## src/rtl/vga_timing_gen.sv

```systemverilog
// VGA raster timing generator: free-running pixel/line counters with registered blank, sync and frame-start.
// Optional macro VGA_SYNC_DELAY_EN delays hs/vs by two clocks to line up with the image-stage pipeline.
module vga_timing_gen #(
    parameter int H_VISIBLE = 640,
    parameter int H_FP      = 16,
    parameter int H_SYNC    = 96,
    parameter int H_BP      = 48,
    parameter int V_VISIBLE = 480,
    parameter int V_FP      = 10,
    parameter int V_SYNC    = 2,
    parameter int V_BP      = 33
) (
    input  logic       vga_clk,
    input  logic       reset,
    output logic [9:0] DrawX,
    output logic [9:0] DrawY,
    output logic       blank,
    output logic       hs,
    output logic       vs,
    output logic       frame_start
);

    localparam int H_TOTAL = H_VISIBLE + H_FP + H_SYNC + H_BP;
    localparam int V_TOTAL = V_VISIBLE + V_FP + V_SYNC + V_BP;

    localparam logic [9:0]  H_LAST   = 10'(H_TOTAL - 1);
    localparam logic [9:0]  V_LAST   = 10'(V_TOTAL - 1);
    localparam logic [10:0] H_VIS    = 11'(H_VISIBLE);
    localparam logic [10:0] V_VIS    = 11'(V_VISIBLE);
    localparam logic [10:0] HS_START = 11'(H_VISIBLE + H_FP);
    localparam logic [10:0] HS_END   = 11'(H_VISIBLE + H_FP + H_SYNC);
    localparam logic [10:0] VS_START = 11'(V_VISIBLE + V_FP);
    localparam logic [10:0] VS_END   = 11'(V_VISIBLE + V_FP + V_SYNC);

    if (H_TOTAL > 1024 || V_TOTAL > 1024) begin : g_total_check
        $error("vga_timing_gen: H_TOTAL and V_TOTAL must not exceed 1024");
    end

    // Window compares are done one bit wider so an end bound of 1024 does not wrap.
    function automatic logic in_window(input logic [9:0] pos, input logic [10:0] lo,
                                       input logic [10:0] hi);
        return ({1'b0, pos} >= lo) && ({1'b0, pos} < hi);
    endfunction

    logic [9:0] next_x;
    logic [9:0] next_y;
    logic       hs_p0;
    logic       vs_p0;

    always_comb begin
        next_x = DrawX + 10'd1;
        next_y = DrawY;
        if (DrawX == H_LAST) begin
            next_x = '0;
            next_y = (DrawY == V_LAST) ? 10'd0 : DrawY + 10'd1;
        end
    end

    // Stage p0: flags decoded from the next counter values so they match the pixel being presented.
    always_ff @(posedge vga_clk or posedge reset) begin
        if (reset) begin
            DrawX       <= '0;
            DrawY       <= '0;
            blank       <= 1'b0;
            frame_start <= 1'b0;
            hs_p0       <= 1'b1;
            vs_p0       <= 1'b1;
        end else begin
            DrawX       <= next_x;
            DrawY       <= next_y;
            blank       <= ({1'b0, next_x} < H_VIS) && ({1'b0, next_y} < V_VIS);
            frame_start <= (next_x == 10'd0) && (next_y == 10'd0);
            hs_p0       <= !in_window(next_x, HS_START, HS_END);
            vs_p0       <= !in_window(next_y, VS_START, VS_END);
        end
    end

`ifdef VGA_SYNC_DELAY_EN
    logic hs_p1;
    logic hs_p2;
    logic vs_p1;
    logic vs_p2;

    // Stages p1/p2: sync lags the counters to cover ROM read plus colour register downstream.
    always_ff @(posedge vga_clk or posedge reset) begin
        if (reset) begin
            hs_p1 <= 1'b1;
            hs_p2 <= 1'b1;
            vs_p1 <= 1'b1;
            vs_p2 <= 1'b1;
        end else begin
            hs_p1 <= hs_p0;
            hs_p2 <= hs_p1;
            vs_p1 <= vs_p0;
            vs_p2 <= vs_p1;
        end
    end

    assign hs = hs_p2;
    assign vs = vs_p2;
`else
    assign hs = hs_p0;
    assign vs = vs_p0;
`endif

endmodule
```

## config.mk

```make
export PLATFORM = sky130hd
export DESIGN_NAME = vga_timing_gen
export DESIGN_NICKNAME = d
export VERILOG_FILES = /design/src/rtl/vga_timing_gen.sv
export SDC_FILE = /design/constraint.sdc
export NUM_CORES = 1
export LEC_CHECK = 0
export ABC_AREA = 1
export BUFFER_PORTS_ARGS = -buffer_cell sky130_fd_sc_hd__buf_2
export CAP_MARGIN = 20
export CORE_ASPECT_RATIO = 0.7
export CORE_MARGIN = 5
export CORE_UTILIZATION = 55
export DETAILED_ROUTE_END_ITERATION = 8
export PLACE_DENSITY = 0.78
export SLEW_MARGIN = 10
export SYNTH_ARGS = -nofsm -noshare
export SYNTH_HDL_FRONTEND = slang
export SYNTH_SLANG_ARGS = --single-unit
```

## constraint.sdc

```tcl
create_clock -name vga_clk -period 2.2 [get_ports vga_clk]
set_clock_uncertainty 0.2 [all_clocks]
set_input_delay 0.22 -clock vga_clk [delete_from_list [all_inputs] [get_ports vga_clk]]
set_output_delay 0.22 -clock vga_clk [all_outputs]
set_load 0.01 [all_outputs]
```

==> metrics.sh <==
PLACE.PORT_BUFFERS=25
FIRST_ITERATION_DETAILED_ROUTING_DRC_COUNT=84
POST_CTS_BUFFERS=0
CP_MAX_FO=5
YOSYSWARNINGCOUNT=0
MAIN_COMBINATIONAL_CELL_FAMILY_BY_AREA_AFTER_SYNTHESIS='simple AND/OR/NAND/NOR gates'
TOTALWIRELENGTH_MM=3.44
LAYOUT.CELLS.MOST_COMMON='sky130_fd_sc_hd__nand2_1'
NUMBER_OF_ANTENNA_VIOLATIONS_AT_THE_FIRST_CHECK_IN_GLOBAL_ROUTING=0
WORST_SLACK_PS=115
HOLD_VIOL=0
DP_HPWL_MM=2.64
CLOCK_TREE.HTREE_LEVEL_COUNT=1
POST_LAYOUT_UTILIZATION_OF_THE_CORE_PCT=70.0
WORST_HOLD_MARGIN_PS=318
CTS.ROOT.BUFFER_CELL='sky130_fd_sc_hd__clkbuf_8'
YOSYS-MUX-AREA-FRACTION_PCT=0
SEQCELLAREA_UM2=603
POWERDENSITY_mW_PER_MM2=468
YOSYSUNIQUECELLTYPES=22
POST_DRT_VIA_CELL_RATIO=5.15
IRDROPWORSTVDD_V=0.000383
DIE_H_UM=53.8
PATH_CLASS='reg -> reg'
ANTENNA_VIOLATING_NETS_POST_ROUTE=0
FRACTION_OF_FINAL_LAYOUT_CELLS_SIZED_BEYOND_DRIVE_STRENGTH_1_PCT=22.9
NETSWITCHINGPOWER_W=0.000144
CLOCK_SINK_COUNT=24
LAYOUT.FILLER_CELLS=228
YOSYS.AREA_SHARE.SIMPLE_PCT=42.6
GRT_PASS1_WL_MM=5.59
SYNTH_XOR_AREA_SHARE_PCT=1.16
WORST_PIN_SLEW_PS=446
CLOCK_POWER_SHARE_PCT=45.5
DIE_AREA_MM2=0.00390
CP-START-KIND='flop'
FINAL_NETS=251
WORST_SETUP_HOLD_PATH_CLK_SLEW_PS=80
POST_ROUTE_MINIMUM_PERIOD_PS=2090
EFFECTIVE_UTILIZATION_AT_FLOORPLAN_PCT=59.5
GRT_MAX_DEGREE=25
SYNTH.YOSYS.SEQ_AREA_SHARE_PCT=40.0
SYNTHESIZED_AREA_PER_CELL_UM2=7.07
POWER.SHARE.SWITCHING_PCT=17.3
SHARE_OF_SYNTHESIZED_CELL_AREA_IN_FULL_ADDER_HALF_ADDER_AND_MAJORITY_CELLS_PCT=2.49
CORE_AREA_MM2=0.00253
SYNTHCELLS=213
VIA_COUNT=1437
CTSLONGESTPATHBUFFERS=2
WORST-ENDPOINT-ARRIVAL_PS=2080
CTS_TREE='yes'
DRC_ERRORS=0
DESIGN.PORTCOUNT=26
MULTI_INPUT_GATE_AREA_IN_THE_FINAL_LAYOUT_UM2=753
SETUP_REPAIR_AFTER_GLOBAL_ROUTING_MISSED_ITS_MARGIN='yes'
OVERALL_TRACK_DEMAND_OVER_CAPACITY_IN_GLOBAL_ROUTING_PCT=18.8
MAXSLEWHEADROOM_PCT=70.1
N_ANTENNA_CELL=0
NUMBER_OF_SETUP_VIOLATIONS_IN_THE_FINAL_REPORT=0
SYNTH_COMPOUND_AREA_SHARE_PCT=3.24
SETUP_TNS_PS=0
MAXCAPVIOLCOUNT=0
CRIT_PATH_END_KIND='flop'
DIE_WIDTH_UM=72.6
AREA.GROWTH.SYNTH_TO_FINAL_PCT=17.8
PLACEMENT.SETUP.WORST_SLACK_PS=124
FINAL_SLEW_VIOL_COUNT=0
SYNTH_NETS=218
ROW_COUNT=15
FINAL.PERIOD_UTILIZATION_PCT=94.8
WORST_EP_REQUIRED_TIME_PS=2200
MOST-COMMON-LAYOUT-CELLS='57 x sky130_fd_sc_hd__nand2_1, 36 x sky130_fd_sc_hd__inv_1, 32 x sky130_fd_sc_hd__nor2_1'
GRT_PASS1_VIAS=1201
RESULT_OF_THE_RUN='complete, no violations'
WORST_SKEW_PAIR.LATE_LATENCY_PS=260
POWER.SEQUENTIAL.FRACTION_PCT=53.1
NUMCTSBUFFERS=3
ROUTABILITYCONGESTION=0.829
GLOBALROUTEOVERFLOWTOTAL=0
FMAX_MHz=480
MIN-DELAY-PATH-CLASS='reg -> reg'
POWER.INTERNAL_W=0.000687
DETAILEDROUTE.FIRSTPASSITERATIONCOUNT=4
P_LEAK_nW=0.969
SYNTHESIS.AREA_MM2=0.00151
P_COMB_SHARE_PCT=1.4
POST_SYNTHESIS_SEQUENTIAL_ELEMENT_COUNT=24
AVG_WL_PER_CELL_UM=12.3
## final cells by class
| type | count | area share (%) |
|---|---|---|
| multi-input cells | 149 | 42.5 |
| flip-flops and latches | 24 | 34.0 |
| repair buffers | 29 | 8.89 |
| inverters | 39 | 8.25 |
| well taps | 34 | 2.40 |
| clock buffers | 3 | 2.33 |
| clock inverters | 1 | 1.69 |
## metrics by stage
stage | cell area (um2) | instances | power, W
after floorplan | 1510 | 213 | 0.000456
after global placement | 1690 | 274 | 0.000461
after detailed placement | 1690 | 274 | 0.000461
after CTS | 1770 | 279 | 0.000840
after global routing | 1770 | 279 | 0.000863
final | 1770 | 279 | 0.000831
## layer usage
layer / part of all wire, % / global-route usage [%]
met5: 0 / 0
met4: 0.41 / 1.84
met3: 10 / 5.04
met2: 41 / 27.2
met1: 48 / 28.9
## power groups by stage
stage	Clock, W	Sequential (W)	Combinational [W]
2_1_floorplan	0	0.000450	0.00000654
3_3_place_gp	0	0.000450	0.0000114
3_5_place_dp	0	0.000450	0.0000116
4_1_cts	0.000387	0.000441	0.0000126
5_1_grt	0.000408	0.000441	0.0000144
6_report	0.000378	0.000441	0.0000120
## state kept, by name, summed over array words and instances, names as in the netlist
name	cells
frame_start	1
DrawY	10
hs	1
blank	1
DrawX	10
vs	1
## critical path: stages, from the launching register on
cell	delay (ps)
sky130_fd_sc_hd__dfrtp_1	420
sky130_fd_sc_hd__ha_1	240
sky130_fd_sc_hd__nand3_1	200
sky130_fd_sc_hd__nor2_2	180
sky130_fd_sc_hd__nand2_1	70
sky130_fd_sc_hd__nand2_1	110
sky130_fd_sc_hd__nand2_1	70
sky130_fd_sc_hd__nor2_1	90
sky130_fd_sc_hd__nand3_1	80
sky130_fd_sc_hd__nor2_1	130
sky130_fd_sc_hd__nand4_1	110
sky130_fd_sc_hd__nor2_1	120
## cell usage after synthesis
cell type                  number  area share (%)
sky130_fd_sc_hd__dfstp_2        2             3.5
sky130_fd_sc_hd__o21ai_1        2            0.66
sky130_fd_sc_hd__nand4_1        8             3.3
sky130_fd_sc_hd__nand2_2        2            0.83
sky130_fd_sc_hd__buf_6          1            0.75
sky130_fd_sc_hd__xor2_1         2             1.2
sky130_fd_sc_hd__dfrtp_1       22              37
sky130_fd_sc_hd__o21ai_2        1            0.58
sky130_fd_sc_hd__nand2_1       57              14
sky130_fd_sc_hd__o21bai_1       2             1.0
sky130_fd_sc_hd__nor2_1        33             8.2
sky130_fd_sc_hd__nand3_2        7             4.7
sky130_fd_sc_hd__inv_1         36             9.0
sky130_fd_sc_hd__inv_2          3            0.75
sky130_fd_sc_hd__nand3_1       18             6.0
sky130_fd_sc_hd__nand3_4        1             1.2
sky130_fd_sc_hd__nor2_2         5             2.1
sky130_fd_sc_hd__nor3_1         3             1.0
sky130_fd_sc_hd__nand3b_1       1            0.50
sky130_fd_sc_hd__nor3_2         1            0.66
sky130_fd_sc_hd__o21ai_0        3             1.0
sky130_fd_sc_hd__ha_1           3             2.5
## final timing paths
check | startpoint | to | slack, ps | cells past startpoint
worst max-delay path | DrawX[0] | frame_start | 110 | 11
worst min-delay path | DrawX[0] | DrawX[0] | 320 | 1
worst max register to register | DrawX[0] | frame_start | 110 | 11
worst min register to register | DrawX[0] | DrawX[0] | 320 | 1
max in group asynchronous | reset | hs | 1170 | 4
min in group asynchronous | reset | frame_start | 350 | 4
## logic make-up (layout without fill, tap and decap cells)
group,count (synthesis),in the layout
AOI/OAI and AO/OA,8,8
DFF,24,24
adders and majority gates,3,3
and+or+nand+nor,136,136
xor gates and xnor gates,2,2
buffers and inverters,40,72
## timing repair
item	in CTS	in global routing
hold endpoints to repair	22	0
hold buffers	1	0
endpoints found under the setup margin	0	3
gates resized for setup	0	2
Note: power is estimated with default switching activity, not from simulation.
